$ cat src/rtl/vscale_htif_pcr_arb_pkg.sv
// Shared encodings and defaults for the HTIF PCR arbiter slice.
// Widths mirror the core's CSR_ADDR_WIDTH / HTIF_PCR_WIDTH control constants.
package vscale_htif_pcr_arb_pkg;

  typedef enum logic [1:0] {
    HTIF_ARB_IDLE    = 2'd0,
    HTIF_ARB_REQ     = 2'd1,
    HTIF_ARB_RESP    = 2'd2,
    HTIF_ARB_DELIVER = 2'd3
  } htif_arb_state_e;

  localparam int HTIF_PCR_WIDTH_DEF = 64;
  localparam int CSR_ADDR_WIDTH_DEF = 12;

  // Data returned to a requester whose downstream response never arrived.
  localparam logic [HTIF_PCR_WIDTH_DEF-1:0] HTIF_ARB_TIMEOUT_DATA = '1;

  function automatic int idx_width(input int n);
    return (n > 1) ? $clog2(n) : 1;
  endfunction

endpackage

$ cat src/rtl/vscale_rr_arbiter.sv
// Combinational round-robin arbiter: first requester at or after ptr wins.
// Returns a one-hot grant plus its encoded index; grant_any flags a winner.
module vscale_rr_arbiter
  import vscale_htif_pcr_arb_pkg::*;
#(
  parameter int NUM_CH = 2,
  localparam int IW = idx_width(NUM_CH)
) (
  input  logic [NUM_CH-1:0] req,
  input  logic [IW-1:0]     ptr,
  output logic [NUM_CH-1:0] grant,
  output logic [IW-1:0]     grant_idx,
  output logic              grant_any
);

  function automatic int wrap(input int v);
    return (v >= NUM_CH) ? v - NUM_CH : v;
  endfunction

  always_comb begin
    grant     = '0;
    grant_idx = '0;
    grant_any = 1'b0;
    // Outer loop walks priority order starting at ptr; first hit locks the grant.
    for (int off = 0; off < NUM_CH; off++) begin
      for (int i = 0; i < NUM_CH; i++) begin
        if (!grant_any && req[i] && (i == wrap(int'(ptr) + off))) begin
          grant_any = 1'b1;
          grant[i]  = 1'b1;
          grant_idx = IW'(i);
        end
      end
    end
  end

endmodule

$ cat src/rtl/vscale_htif_pcr_arb.sv
// N-channel round-robin front end for the core's single HTIF PCR port,
// with response routing, a response watchdog and a stale-response drop counter.
//
// state   | meaning
// IDLE    | pick a channel, accept its request; drain stray core responses
// REQ     | present latched request to the core until it is taken
// RESP    | wait for the core response or watchdog expiry
// DELIVER | hand response to the granted channel; drop stray core responses
module vscale_htif_pcr_arb
  import vscale_htif_pcr_arb_pkg::*;
#(
  parameter int NUM_CH         = 2,
  parameter int CSR_ADDR_WIDTH = CSR_ADDR_WIDTH_DEF,
  parameter int HTIF_PCR_WIDTH = HTIF_PCR_WIDTH_DEF,
  parameter int TIMEOUT_CYCLES = 1024,
  localparam int IW = idx_width(NUM_CH)
) (
  input  logic                               clk,
  input  logic                               reset,
  input  logic [NUM_CH-1:0]                  ch_req_valid,
  output logic [NUM_CH-1:0]                  ch_req_ready,
  input  logic [NUM_CH-1:0]                  ch_req_rw,
  input  logic [NUM_CH*CSR_ADDR_WIDTH-1:0]   ch_req_addr,
  input  logic [NUM_CH*HTIF_PCR_WIDTH-1:0]   ch_req_data,
  output logic [NUM_CH-1:0]                  ch_resp_valid,
  input  logic [NUM_CH-1:0]                  ch_resp_ready,
  output logic [HTIF_PCR_WIDTH-1:0]          ch_resp_data,
  output logic                               ch_resp_err,
  output logic                               htif_pcr_req_valid,
  input  logic                               htif_pcr_req_ready,
  output logic                               htif_pcr_req_rw,
  output logic [CSR_ADDR_WIDTH-1:0]          htif_pcr_req_addr,
  output logic [HTIF_PCR_WIDTH-1:0]          htif_pcr_req_data,
  input  logic                               htif_pcr_resp_valid,
  output logic                               htif_pcr_resp_ready,
  input  logic [HTIF_PCR_WIDTH-1:0]          htif_pcr_resp_data,
  output logic                               busy,
  output logic [IW-1:0]                      grant_id,
  output logic [7:0]                         drop_count
);

  localparam int CW = (TIMEOUT_CYCLES > 1) ? $clog2(TIMEOUT_CYCLES) : 1;

  htif_arb_state_e            state_q, state_d;
  logic [IW-1:0]              rr_ptr_q, rr_ptr_d;
  logic [IW-1:0]              grant_q, grant_d;
  logic                       rw_q, rw_d;
  logic [CSR_ADDR_WIDTH-1:0]  addr_q, addr_d;
  logic [HTIF_PCR_WIDTH-1:0]  wdata_q, wdata_d;
  logic [HTIF_PCR_WIDTH-1:0]  rdata_q, rdata_d;
  logic                       err_q, err_d;
  logic [CW-1:0]              cnt_q, cnt_d;
  logic [7:0]                 drop_q, drop_d;

  logic [NUM_CH-1:0]          arb_grant;
  logic [IW-1:0]              arb_idx;
  logic                       arb_any;

  logic [NUM_CH-1:0]          req_ready_raw, resp_valid_raw;
  logic                       pcr_req_valid_raw, pcr_resp_ready_raw;
  logic                       sel_resp_ready;
  logic                       tmo_fire;

  vscale_rr_arbiter #(.NUM_CH(NUM_CH)) u_rr_arbiter (
    .req       (ch_req_valid),
    .ptr       (rr_ptr_q),
    .grant     (arb_grant),
    .grant_idx (arb_idx),
    .grant_any (arb_any)
  );

  assign tmo_fire = (TIMEOUT_CYCLES != 0) && (cnt_q == CW'(TIMEOUT_CYCLES - 1));

  always_comb begin
    sel_resp_ready = 1'b0;
    for (int i = 0; i < NUM_CH; i++) begin
      if (int'(grant_q) == i) sel_resp_ready = ch_resp_ready[i];
    end
  end

  always_comb begin
    state_d            = state_q;
    rr_ptr_d           = rr_ptr_q;
    grant_d            = grant_q;
    rw_d               = rw_q;
    addr_d             = addr_q;
    wdata_d            = wdata_q;
    rdata_d            = rdata_q;
    err_d              = err_q;
    cnt_d              = cnt_q;
    drop_d             = drop_q;
    req_ready_raw      = '0;
    resp_valid_raw     = '0;
    pcr_req_valid_raw  = 1'b0;
    pcr_resp_ready_raw = 1'b0;

    unique case (state_q)
      HTIF_ARB_IDLE: begin
        pcr_resp_ready_raw = 1'b1;
        req_ready_raw      = arb_grant;
        if (arb_any) begin
          grant_d = arb_idx;
          state_d = HTIF_ARB_REQ;
          for (int i = 0; i < NUM_CH; i++) begin
            if (arb_grant[i]) begin
              rw_d    = ch_req_rw[i];
              addr_d  = ch_req_addr[i*CSR_ADDR_WIDTH +: CSR_ADDR_WIDTH];
              wdata_d = ch_req_data[i*HTIF_PCR_WIDTH +: HTIF_PCR_WIDTH];
            end
          end
        end
      end
      HTIF_ARB_REQ: begin
        pcr_req_valid_raw = 1'b1;
        if (htif_pcr_req_ready) begin
          cnt_d   = '0;
          state_d = HTIF_ARB_RESP;
        end
      end
      HTIF_ARB_RESP: begin
        pcr_resp_ready_raw = 1'b1;
        // A real response beats a watchdog expiry in the same cycle.
        if (htif_pcr_resp_valid) begin
          rdata_d = htif_pcr_resp_data;
          err_d   = 1'b0;
          state_d = HTIF_ARB_DELIVER;
        end else if (tmo_fire) begin
          rdata_d = {HTIF_PCR_WIDTH{HTIF_ARB_TIMEOUT_DATA[0]}};
          err_d   = 1'b1;
          state_d = HTIF_ARB_DELIVER;
        end else begin
          cnt_d = cnt_q + 1'b1;
        end
      end
      HTIF_ARB_DELIVER: begin
        pcr_resp_ready_raw = 1'b1;
        for (int i = 0; i < NUM_CH; i++) begin
          resp_valid_raw[i] = (int'(grant_q) == i);
        end
        if (sel_resp_ready) begin
          rr_ptr_d = (int'(grant_q) == NUM_CH - 1) ? '0 : grant_q + 1'b1;
          state_d  = HTIF_ARB_IDLE;
        end
      end
      default: state_d = HTIF_ARB_IDLE;
    endcase

    if ((state_q == HTIF_ARB_IDLE || state_q == HTIF_ARB_DELIVER) &&
        htif_pcr_resp_valid && (drop_q != 8'hFF)) begin
      drop_d = drop_q + 8'd1;
    end
  end

  always_ff @(posedge clk or negedge reset) begin
    if (!reset) begin
      state_q  <= HTIF_ARB_IDLE;
      rr_ptr_q <= '0;
      grant_q  <= '0;
      rw_q     <= 1'b0;
      addr_q   <= '0;
      wdata_q  <= '0;
      rdata_q  <= '0;
      err_q    <= 1'b0;
      cnt_q    <= '0;
      drop_q   <= '0;
    end else begin
      state_q  <= state_d;
      rr_ptr_q <= rr_ptr_d;
      grant_q  <= grant_d;
      rw_q     <= rw_d;
      addr_q   <= addr_d;
      wdata_q  <= wdata_d;
      rdata_q  <= rdata_d;
      err_q    <= err_d;
      cnt_q    <= cnt_d;
      drop_q   <= drop_d;
    end
  end

  // Handshake outputs are forced low while reset is held, not just after the next edge.
  assign ch_req_ready        = req_ready_raw  & {NUM_CH{reset}};
  assign ch_resp_valid       = resp_valid_raw & {NUM_CH{reset}};
  assign htif_pcr_req_valid  = pcr_req_valid_raw  & reset;
  assign htif_pcr_resp_ready = pcr_resp_ready_raw & reset;

  assign htif_pcr_req_rw   = rw_q;
  assign htif_pcr_req_addr = addr_q;
  assign htif_pcr_req_data = wdata_q;
  assign ch_resp_data      = rdata_q;
  assign ch_resp_err       = err_q;
  assign busy              = (state_q != HTIF_ARB_IDLE);
  assign grant_id          = grant_q;
  assign drop_count        = drop_q;

endmodule

$ cat config.mk
export PLATFORM = sky130hd
export DESIGN_NAME = vscale_htif_pcr_arb
export DESIGN_NICKNAME = d
export VERILOG_FILES = /design/src/rtl/vscale_htif_pcr_arb_pkg.sv /design/src/rtl/vscale_rr_arbiter.sv /design/src/rtl/vscale_htif_pcr_arb.sv
export SDC_FILE = /design/constraint.sdc
export NUM_CORES = 1
export LEC_CHECK = 0
export CORE_AREA = 8 8 170 124
export DETAILED_ROUTE_END_ITERATION = 8
export DIE_AREA = 0 0 178 132
export PLACE_DENSITY = 0.8
export SKIP_LAST_GASP = 1
export SLEW_MARGIN = 5
export SYNTH_ARGS = -nofsm -noshare
export SYNTH_HDL_FRONTEND = slang
export SYNTH_HIERARCHICAL = 1
export SYNTH_SLANG_ARGS = --single-unit
$ cat constraint.sdc
create_clock -name clk -period 3.25 [get_ports clk]
set_input_delay 0.975 -clock clk [delete_from_list [all_inputs] [get_ports clk]]
set_output_delay 0.975 -clock clk [all_outputs]
set_load 0.1 [all_outputs]
# Word level (Yosys, flattened, before mapping)
# Cells that the tools add are included.
[word_totals]
regBits = 164
wordCells = 100
output_inout_bits = 158
[classes]
eq_ne = 13
order_cmp = 2
n_bitwise = 5
add_sub_neg = 6
n_reduce_logical = 27
muxes = 37
[op_table]
columns = ["operator", "n"]
rows = [
  ["2-to-1 mux 64 bit", 4],
  ["== test 2 x 32 -> 1 bit (first input constant)", 2],
  ["zero test 32 bit", 2],
  ["2-to-1 mux 32 bit", 2],
  [">= comparator 32 x 3 -> 1 bit (second input constant)", 1],
  ["subtractor 32 x 3 -> 32 bit (second input constant)", 1],
  ["2-to-1 mux 10 bit", 3],
  ["2-to-1 mux 12 bit", 2],
  ["case mux 10 bit (2 select lines)", 1],
  ["2-to-1 mux 1 bit", 17],
  ["2-to-1 mux 2 bit", 7],
  ["adder 10 x 1 -> 10 bit (second input constant)", 1],
  ["== test 10 bit (second input constant)", 1],
  ["inequality test 2 bit (second input constant)", 5],
  ["logical AND 1 bit", 9],
  ["adder 8 x 1 -> 8 bit (second input constant)", 1],
  ["inequality test 8 bit (second input constant)", 1],
  ["case mux 2 bit (4 select lines)", 1],
  ["AND reduction 4 bit", 2],
  ["nonzero test 2 bit", 4],
  ["AND reduction 2 bit", 3],
  ["bitwise AND 2 bit", 2],
  ["== test 2 bit (second input constant)", 2],
  ["zero test 1 bit", 3],
  ["12 further kinds", 13],
]

# Logic depth before layout (Yosys ltp)
# Gate-level depths: netlist of the first run.
[depth]
depth_word = 19
depth_mapped = 8
depth_no_buf = 6

# Cells and area by module
# The synthesis of the first run kept the hierarchy.
[by_module_without_submodules]
columns = ["module", "seq_area_each_um2", "instances", "cells_each", "area_per_inst_um2"]
rows = [
  ["vscale_htif_pcr_arb", 4103.9, 1, 610, 7143.1],
  ["vscale_rr_arbiter", 0.0, 1, 5, 32.5],
]

# Worst setup path after synthesis of the first run
# Ideal clock, no wire load.
[synth_timing]
path_type = "input port to output port"
start = "in ch_req_valid[1]"
end = "out ch_req_ready[1]"
arrival_ps = 2609
cell_stages = 5
required_time_ps = 2275
path_slack_ps = -334
cell_sequence = "a21boi_1 > buf_2 > buf_2 > buf_2 > and3_1"
[synth_via]
elab_chain_len = 13
elab_cells_between_ends = 14
classes_between = "mux: 5; bitwise: 1; reduce/logical: 8"
[synth_lines]
columns = ["item", "line", "rtl"]
rows = [
  ["start: declaration", "vscale_htif_pcr_arb.sv:20", "input logic [NUM_CH-1:0] ch_req_valid,"],
  ["logical AND 1 bit (2 in series)", "vscale_rr_arbiter.sv:27", "if (!grant_any && req[i] && (i == wrap(int'(ptr) + off))) begin"],
  ["2-to-1 mux 1 bit", "vscale_rr_arbiter.sv:27", ""],
  ["zero test 1 bit", "vscale_rr_arbiter.sv:27", ""],
  ["logical AND 1 bit (2 in series)", "vscale_rr_arbiter.sv:27", ""],
  ["2-to-1 mux 1 bit", "vscale_rr_arbiter.sv:27", ""],
  ["zero test 1 bit", "vscale_rr_arbiter.sv:27", ""],
  ["logical AND 1 bit (2 in series)", "vscale_rr_arbiter.sv:27", ""],
  ["2-to-1 mux 1 bit *", "vscale_rr_arbiter.sv:27", ""],
  ["2-to-1 mux 2 bit *", "vscale_htif_pcr_arb.sv:97", "unique case (state_q)"],
  ["bitwise AND 2 bit *", "vscale_htif_pcr_arb.sv:181", "assign ch_req_ready = req_ready_raw & {NUM_CH{reset}};"],
  ["end: declaration", "vscale_htif_pcr_arb.sv:21", "output logic [NUM_CH-1:0] ch_req_ready,"],
]
# Every way passes the cells marked *; elsewhere a longest branch is shown, timed or not.

# Worst setup path after layout of the first run
[layout_timing]
start = "in ch_req_valid[0]"
end = "out ch_req_ready[0]"
[layout_via]
elab_chain_len = 12
[layout_lines]
columns = ["item", "line", "rtl"]
rows = [
  ["logical AND 1 bit", "vscale_rr_arbiter.sv:27", ""],
  ["2-to-1 mux 1 bit", "vscale_rr_arbiter.sv:27", ""],
  ["zero test 1 bit", "vscale_rr_arbiter.sv:27", ""],
  ["logical AND 1 bit (2 in series)", "vscale_rr_arbiter.sv:27", ""],
  ["2-to-1 mux 1 bit", "vscale_rr_arbiter.sv:27", ""],
  ["zero test 1 bit", "vscale_rr_arbiter.sv:27", ""],
  ["logical AND 1 bit (2 in series)", "vscale_rr_arbiter.sv:27", ""],
  ["2-to-1 mux 1 bit *", "vscale_rr_arbiter.sv:27", ""],
  ["named net arb_grant[0]", "vscale_htif_pcr_arb.sv:55", "logic [NUM_CH-1:0] arb_grant;"],
  ["2-to-1 mux 2 bit *", "vscale_htif_pcr_arb.sv:97", ""],
  ["bitwise AND 2 bit *", "vscale_htif_pcr_arb.sv:181", ""],
]
# Mark *: on every way through the listed nets, which the timed path passes. The rest lies on a longest branch.

==> results.sh, run 1 <==
export IMPL_slew_headroom_pct=50.51
export IMPL_antenna_found_initial=1
export IMPL_syn_num_nets=849
export IMPL_ys_flop_type="dfrtp_1"
export IMPL_synth_top_cell_area_share_pct=57.19
export IMPL_die_w_um=178
export IMPL_ant_nets=0
export IMPL_endpoint="ch_req_ready[0]"
export IMPL_drt_initial_drc_count=348
export IMPL_critPathLaunch="ch_req_valid[0]"
export IMPL_rsz0062_at_grt="no"
export IMPL_drv_slew=0
export IMPL_dieArea_um2=23500
export IMPL_wire_per_inst_um=19.07
export IMPL_hpwl_um=18460
export IMPL_required_ns=2.27
export IMPL_fin_crit_ns=3.134
export IMPL_worstReg2RegEnd="ch_resp_data[17]"
export IMPL_synth_area_per_cell_um2=11.67
export IMPL_cts_tree="built"
export IMPL_hold_viol_final=0
export IMPL_grt_use_total_pct=19.86
export IMPL_pin_count=384
export IMPL_cts_made_buffers=17
export IMPL_setup_slack_ns=0.1164
export IMPL_htree_levels=4
export IMPL_seq_area_frac_synth_pct=57.19
export IMPL_r2r_cells=6
export IMPL_synth_top_cell_by_area="dfrtp_1"
export IMPL_arrival_ns=2.16
export IMPL_post_cts_resized=0
export IMPL_fmax_ghz=0.3191
export IMPL_wl_um=23700
export IMPL_synth_cells=615
export IMPL_post_cts_setup_buffer_count=0
export IMPL_n_fill_cell=1494
export IMPL_cp_max_fo=4
export IMPL_grt_overflow=0
export IMPL_clkSinkCount=164
export IMPL_min_period_over_period_pct=96.42
export IMPL_cts_root_buf="clkbuf_16"
export IMPL_routed_via_density=4.894
export IMPL_start_util_pct=38.90
export IMPL_ys_ff_latch=164
export IMPL_async_reset_ff_share_pct=100.0
export IMPL_utilization_pct=62.34
export IMPL_syn2layout_area_growth_pct=60.24
export IMPL_dpl_worst_slack_ns=0.1210
export IMPL_synth_common_cells="dfrtp_1, nand2_1, o21ai_0, mux2i_1, o22a_1"
export IMPL_r2r_start="cnt_q[0]"
export IMPL_drt_pass1_iterations=4
export IMPL_grt_max_degree=83
export IMPL_hp_class="in2async"
export IMPL_setup_viol=0
export IMPL_rrSetupSlack_ns=1.11
export IMPL_rows=42
export IMPL_cp_start_kind="primary input"
export IMPL_ff_latch_area_um2=4104
export IMPL_crit_type="in2out"
export IMPL_clk_insertion_delay_late_ns=0.42
export IMPL_die_y_um=132
export IMPL_drc=0
export IMPL_cts_clk_slew_worst_paths_ns=0.07
export IMPL_status="completed"
export IMPL_grt_pass1_vias=6517
export IMPL_cts_max_path_buffers=2
export IMPL_postLayoutCellArea_um2=11500
export IMPL_yosys_warnings=6
export IMPL_synth_cell_type_count=42
export IMPL_coreArea_um2=18450
export IMPL_grt_first_pass_wirelength_um=36880
export IMPL_dpl_cell_area_um2=10870
export IMPL_cp_end_kind="primary output"
export IMPL_synth_most_common_cell="dfrtp_1"
export IMPL_synth_edf_count=0
export IMPL_fin_skew_ns=0.008924
export IMPL_num_vias=6083
export IMPL_ctsHoldBuffers=0
export IMPL_place_congestion=0.7802
export IMPL_maxCapViolCount=0
export IMPL_syn_area_um2=7176
export IMPL_worst_pin_slew_ns=0.7424
export IMPL_setup_tns_final_ns=0
export IMPL_synthTopCellsByArea="dfrtp_1, mux2i_1, o22a_1, o21ai_0, nand2_1"
export IMPL_drive_gt1_share_pct=21.70
export IMPL_nNetsFinal=1221
export IMPL_io_buffers=383
export IMPL_multiInputGateArea_um2=2795
[worst max-delay path, cell delays in order]
cell	delay [ns]
clkdlybuf4s50_1	0.55
a21boi_1	0.21
and3_1	0.23
buf_12	0.18
[metal layers]
metal / vias to the layer above / GRT usage (%) / part of all wire, % / wire [um]
li1: 2961 / - / - / -
met1: 2884 / 22.51 / 40 / 9375
met2: 220 / 35.25 / 51 / 12110
met3: 18 / 6.354 / 8.0 / 1907
met4: 0 / 5.266 / 1.3 / 306
met5: - / 0 / 0 / 0
[stage by stage]
step / std cells / hold slack (ns)
after floorplan: 615 / 0.4718
after global placement: 1210 / 0.4624
after detailed placement: 1210 / 0.4714
after CTS: 1242 / 0.3498
after global routing: 1243 / 0.3520
final: 1243 / 0.3675
[layout by cell type (no fill, tap or decap), types with 5 or more instances in the layout]
master / count
nand3_1: 9
dfrtp_1: 164
inv_1: 6
o21ai_0: 85
nand2_1: 89
a31oi_1: 8
clkbuf_16: 17
clkdlybuf4s50_1: 224
o22a_1: 64
nor2_1: 5
buf_4: 161
mux2i_1: 77
buf_12: 9
ha_1: 8
[logic make-up (layout without fill, tap and decap cells)]
kind of cell	after synthesis	after routing	share of synthesized area, %
compound gates	176	176	16.74
xor+xnor	7	7	0.8544
fa+ha+maj	8	8	1.395
buf+inv	48	433	4.272
flops	164	164	57.19
mux	81	81	11.37
other cells	0	1	0
simple gates	131	131	8.178
[registers in the layout, indices dropped and copies added, names as in the netlist]
name / flops
ch_resp_err: 1
drop_count: 8
htif_pcr_req_addr: 12
htif_pcr_req_data: 64
ch_resp_data: 64
grant_id: 1
rr_ptr_q: 1
state_q: 2
cnt_q: 10
htif_pcr_req_rw: 1
[worst min path at each step]
stage,slack (ns),end,start,cells after the start
finish,0.37,cnt_q[2],reset,1
CTS,0.35,cnt_q[2],reset,1
global placement,0.46,htif_pcr_req_data[38],htif_pcr_req_data[38],2
detailed placement,0.47,htif_pcr_req_data[11],htif_pcr_req_data[11],2
global route,0.35,cnt_q[2],reset,1
floorplan,0.47,cnt_q[7],cnt_q[7],1
[area by class of cell]
| type | count | area share, % |
|---|---|---|
| well taps | 242 | 2.633 |
| clock inverters | 14 | 1.654 |
| diodes | 1 | 0.02176 |
| flip-flops and latches | 164 | 35.69 |
| multi-input cells | 403 | 24.31 |
| clock buffers | 18 | 3.819 |
| inverters | 6 | 0.1959 |
| repair buffers | 395 | 31.68 |
Power of run 1 is left out: the tool's default activity adds up to more than one toggle a clock period on the data nets, which glitch-free logic cannot reach.
==> run 2, diff against run 1 <==
--- a/config.mk
+++ b/config.mk
@@ -5,10 +5,10 @@
 export SDC_FILE = /design/constraint.sdc
 export NUM_CORES = 1
 export LEC_CHECK = 0
-export CORE_AREA = 8 8 170 124
+export CORE_AREA = 2 2 149 151
 export DETAILED_ROUTE_END_ITERATION = 8
-export DIE_AREA = 0 0 178 132
-export PLACE_DENSITY = 0.8
+export DIE_AREA = 0 0 151 153
+export PLACE_DENSITY = 0.7
 export SKIP_LAST_GASP = 1
 export SLEW_MARGIN = 5
 export SYNTH_ARGS = -nofsm -noshare
==> constraint.sdc (replaced) <==
create_clock -name clk -period 3.9 [get_ports clk]
set_input_delay 1.17 -clock clk [delete_from_list [all_inputs] [get_ports clk]]
set_output_delay 1.17 -clock clk [all_outputs]
set_load 0.1 [all_outputs]
==> run 2 against run 1 <==
Die area fell by 1.7%. Sequential share of layout area fell by 0.52 points. Via count rose by 0.46%. Routed wire length fell by 4.8%. Register-to-register slack improved by 0.56 ns. Worst setup slack improved by 0.11 ns. Non-clock buffer count fell by 2. Clock skew rose by 0.0021 ns. Sequential cell count did not move. Critical endpoint unchanged. Highest routed layer unchanged.
==> results.sh, run 2 (synthesized netlist as in run 1, its figures left out) <==
export IMPL_status="completed"
export IMPL_io_buffers=383
export IMPL_drive_gt1_share_pct=15.53
export IMPL_worst_pin_slew_ns=1.009
export IMPL_cts_clk_slew_worst_paths_ns=0.07
export IMPL_crit_type="in2out"
export IMPL_ctsHoldBuffers=0
export IMPL_rows=54
export IMPL_mostFrequentLayoutCells="clkdlybuf4s50_1, dfrtp_1, buf_4, nand2_1, o21ai_0"
export IMPL_top_usage_layer="met2"
export IMPL_clk_insertion_delay_late_ns=0.43
export IMPL_arrival_ns=2.50
export IMPL_wire_per_inst_um=17.65
export IMPL_cts_root_buf="clkbuf_16"
export IMPL_layout_cells_non_filler=1278
export IMPL_post_cts_setup_buffer_count=0
export IMPL_postLayoutCellArea_um2=11670
export IMPL_grt_overflow=0
export IMPL_hold_viol_final=0
export IMPL_place_congestion=0.8030
export IMPL_fmax_ghz=0.2724
export IMPL_required_ns=2.73
export IMPL_clkSinkCount=164
export IMPL_drt_initial_drc_count=318
export IMPL_antenna_found_initial=0
export IMPL_htree_levels=4
export IMPL_grt_pass1_vias=6224
export IMPL_fin_skew_ns=0.01098
export IMPL_dpl_cell_area_um2=11050
export IMPL_r2r_cells=6
export IMPL_drt_pass1_iterations=5
export IMPL_die_w_um=151
export IMPL_cp_max_fo=4
export IMPL_use_met3_pct=4.478
export IMPL_wl_um=22560
export IMPL_die_y_um=153
export IMPL_routed_via_density=4.782
export IMPL_fin_crit_ns=3.671
export IMPL_final_common_cell="clkdlybuf4s50_1"
export IMPL_hpwl_um=17140
export IMPL_ant_nets=0
export IMPL_cp_end_kind="primary output"
export IMPL_slew_headroom_pct=32.53
export IMPL_grt_use_met2_pct=33.74
export IMPL_pin_count=384
export IMPL_drc=0
export IMPL_cts_tree="built"
export IMPL_start_util_pct=33.40
export IMPL_cp_start_kind="primary input"
export IMPL_utilization_pct=54.32
export IMPL_min_path_cells=2
export IMPL_num_vias=6111
export IMPL_post_cts_resized=0
export IMPL_hp_class="reg2reg"
export IMPL_grtUsageMet1_pct=23.67
export IMPL_rsz0062_at_grt="no"
export IMPL_grt_use_total_pct=19.59
export IMPL_cts_made_buffers=17
export IMPL_setup_tns_final_ns=0
export IMPL_dieArea_um2=23100
export IMPL_coreArea_um2=21490
export IMPL_grt_first_pass_wirelength_um=34730
export IMPL_setup_viol=0
export IMPL_min_period_over_period_pct=94.14
export IMPL_syn2layout_area_growth_pct=62.63
export IMPL_drv_slew=0
export IMPL_grt_max_degree=78
export IMPL_maxCapViolCount=0
export IMPL_cts_max_path_buffers=2
export IMPL_nNetsFinal=1219
export IMPL_placed_cells=1246
export IMPL_diodes=0
[run 2: cell types whose count changed in the layout (fill, tap and decap cells not counted), moves of 2 or more]
cell,before,now
clkinv_8,0,3
clkdlybuf4s50_1,224,282
buf_4,161,100
inv_8,4,2
[run 2: per-stage QoR]
| stage | worst slack [ns] | hold WS, ns |
|---|---|---|
| floorplan | 0.2047 | 0.4718 |
| global placement | 0.2580 | 0.4614 |
| detailed placement | 0.2212 | 0.4693 |
| CTS | 0.2214 | 0.4860 |
| global route | 0.1848 | 0.4992 |
| finish | 0.2287 | 0.4787 |
[run 2: area by class of cell]
type	count	area, um^2
Fill cell	1945	9816
Sequential cell	164	4104
Timing Repair Buffer	393	3785
Multi-Input combinational cell	403	2789
Clock buffer	18	429.2
Tap cell	280	350.3
Clock inverter	14	190.2
Inverter	6	22.52
[run 2: routing by layer]
layer,vias up,share of wire (%)
met2,212,51
met4,0,3.0
li1,2963,-
met1,2892,40
met5,-,0
met3,44,6.2
[run 2: critical path, stage by stage]
cell             delay (ns)
clkdlybuf4s50_1        0.56
a21boi_1               0.31
and3_1                 0.27
buf_12                 0.19
[run 2: final timing paths]
path,from,to,slack [ns]
setup / recovery,ch_req_valid[0],ch_req_ready[0],0.23
hold / removal,htif_pcr_req_data[17],htif_pcr_req_data[17],0.48
setup reg to reg,state_q[0],cnt_q[6],1.67
hold reg to reg,htif_pcr_req_data[17],htif_pcr_req_data[17],0.48
max in group asynchronous,reset,htif_pcr_req_addr[4],1.90
min in group asynchronous,reset,drop_count[1],0.59
Power of run 2 is left out for the same reason.
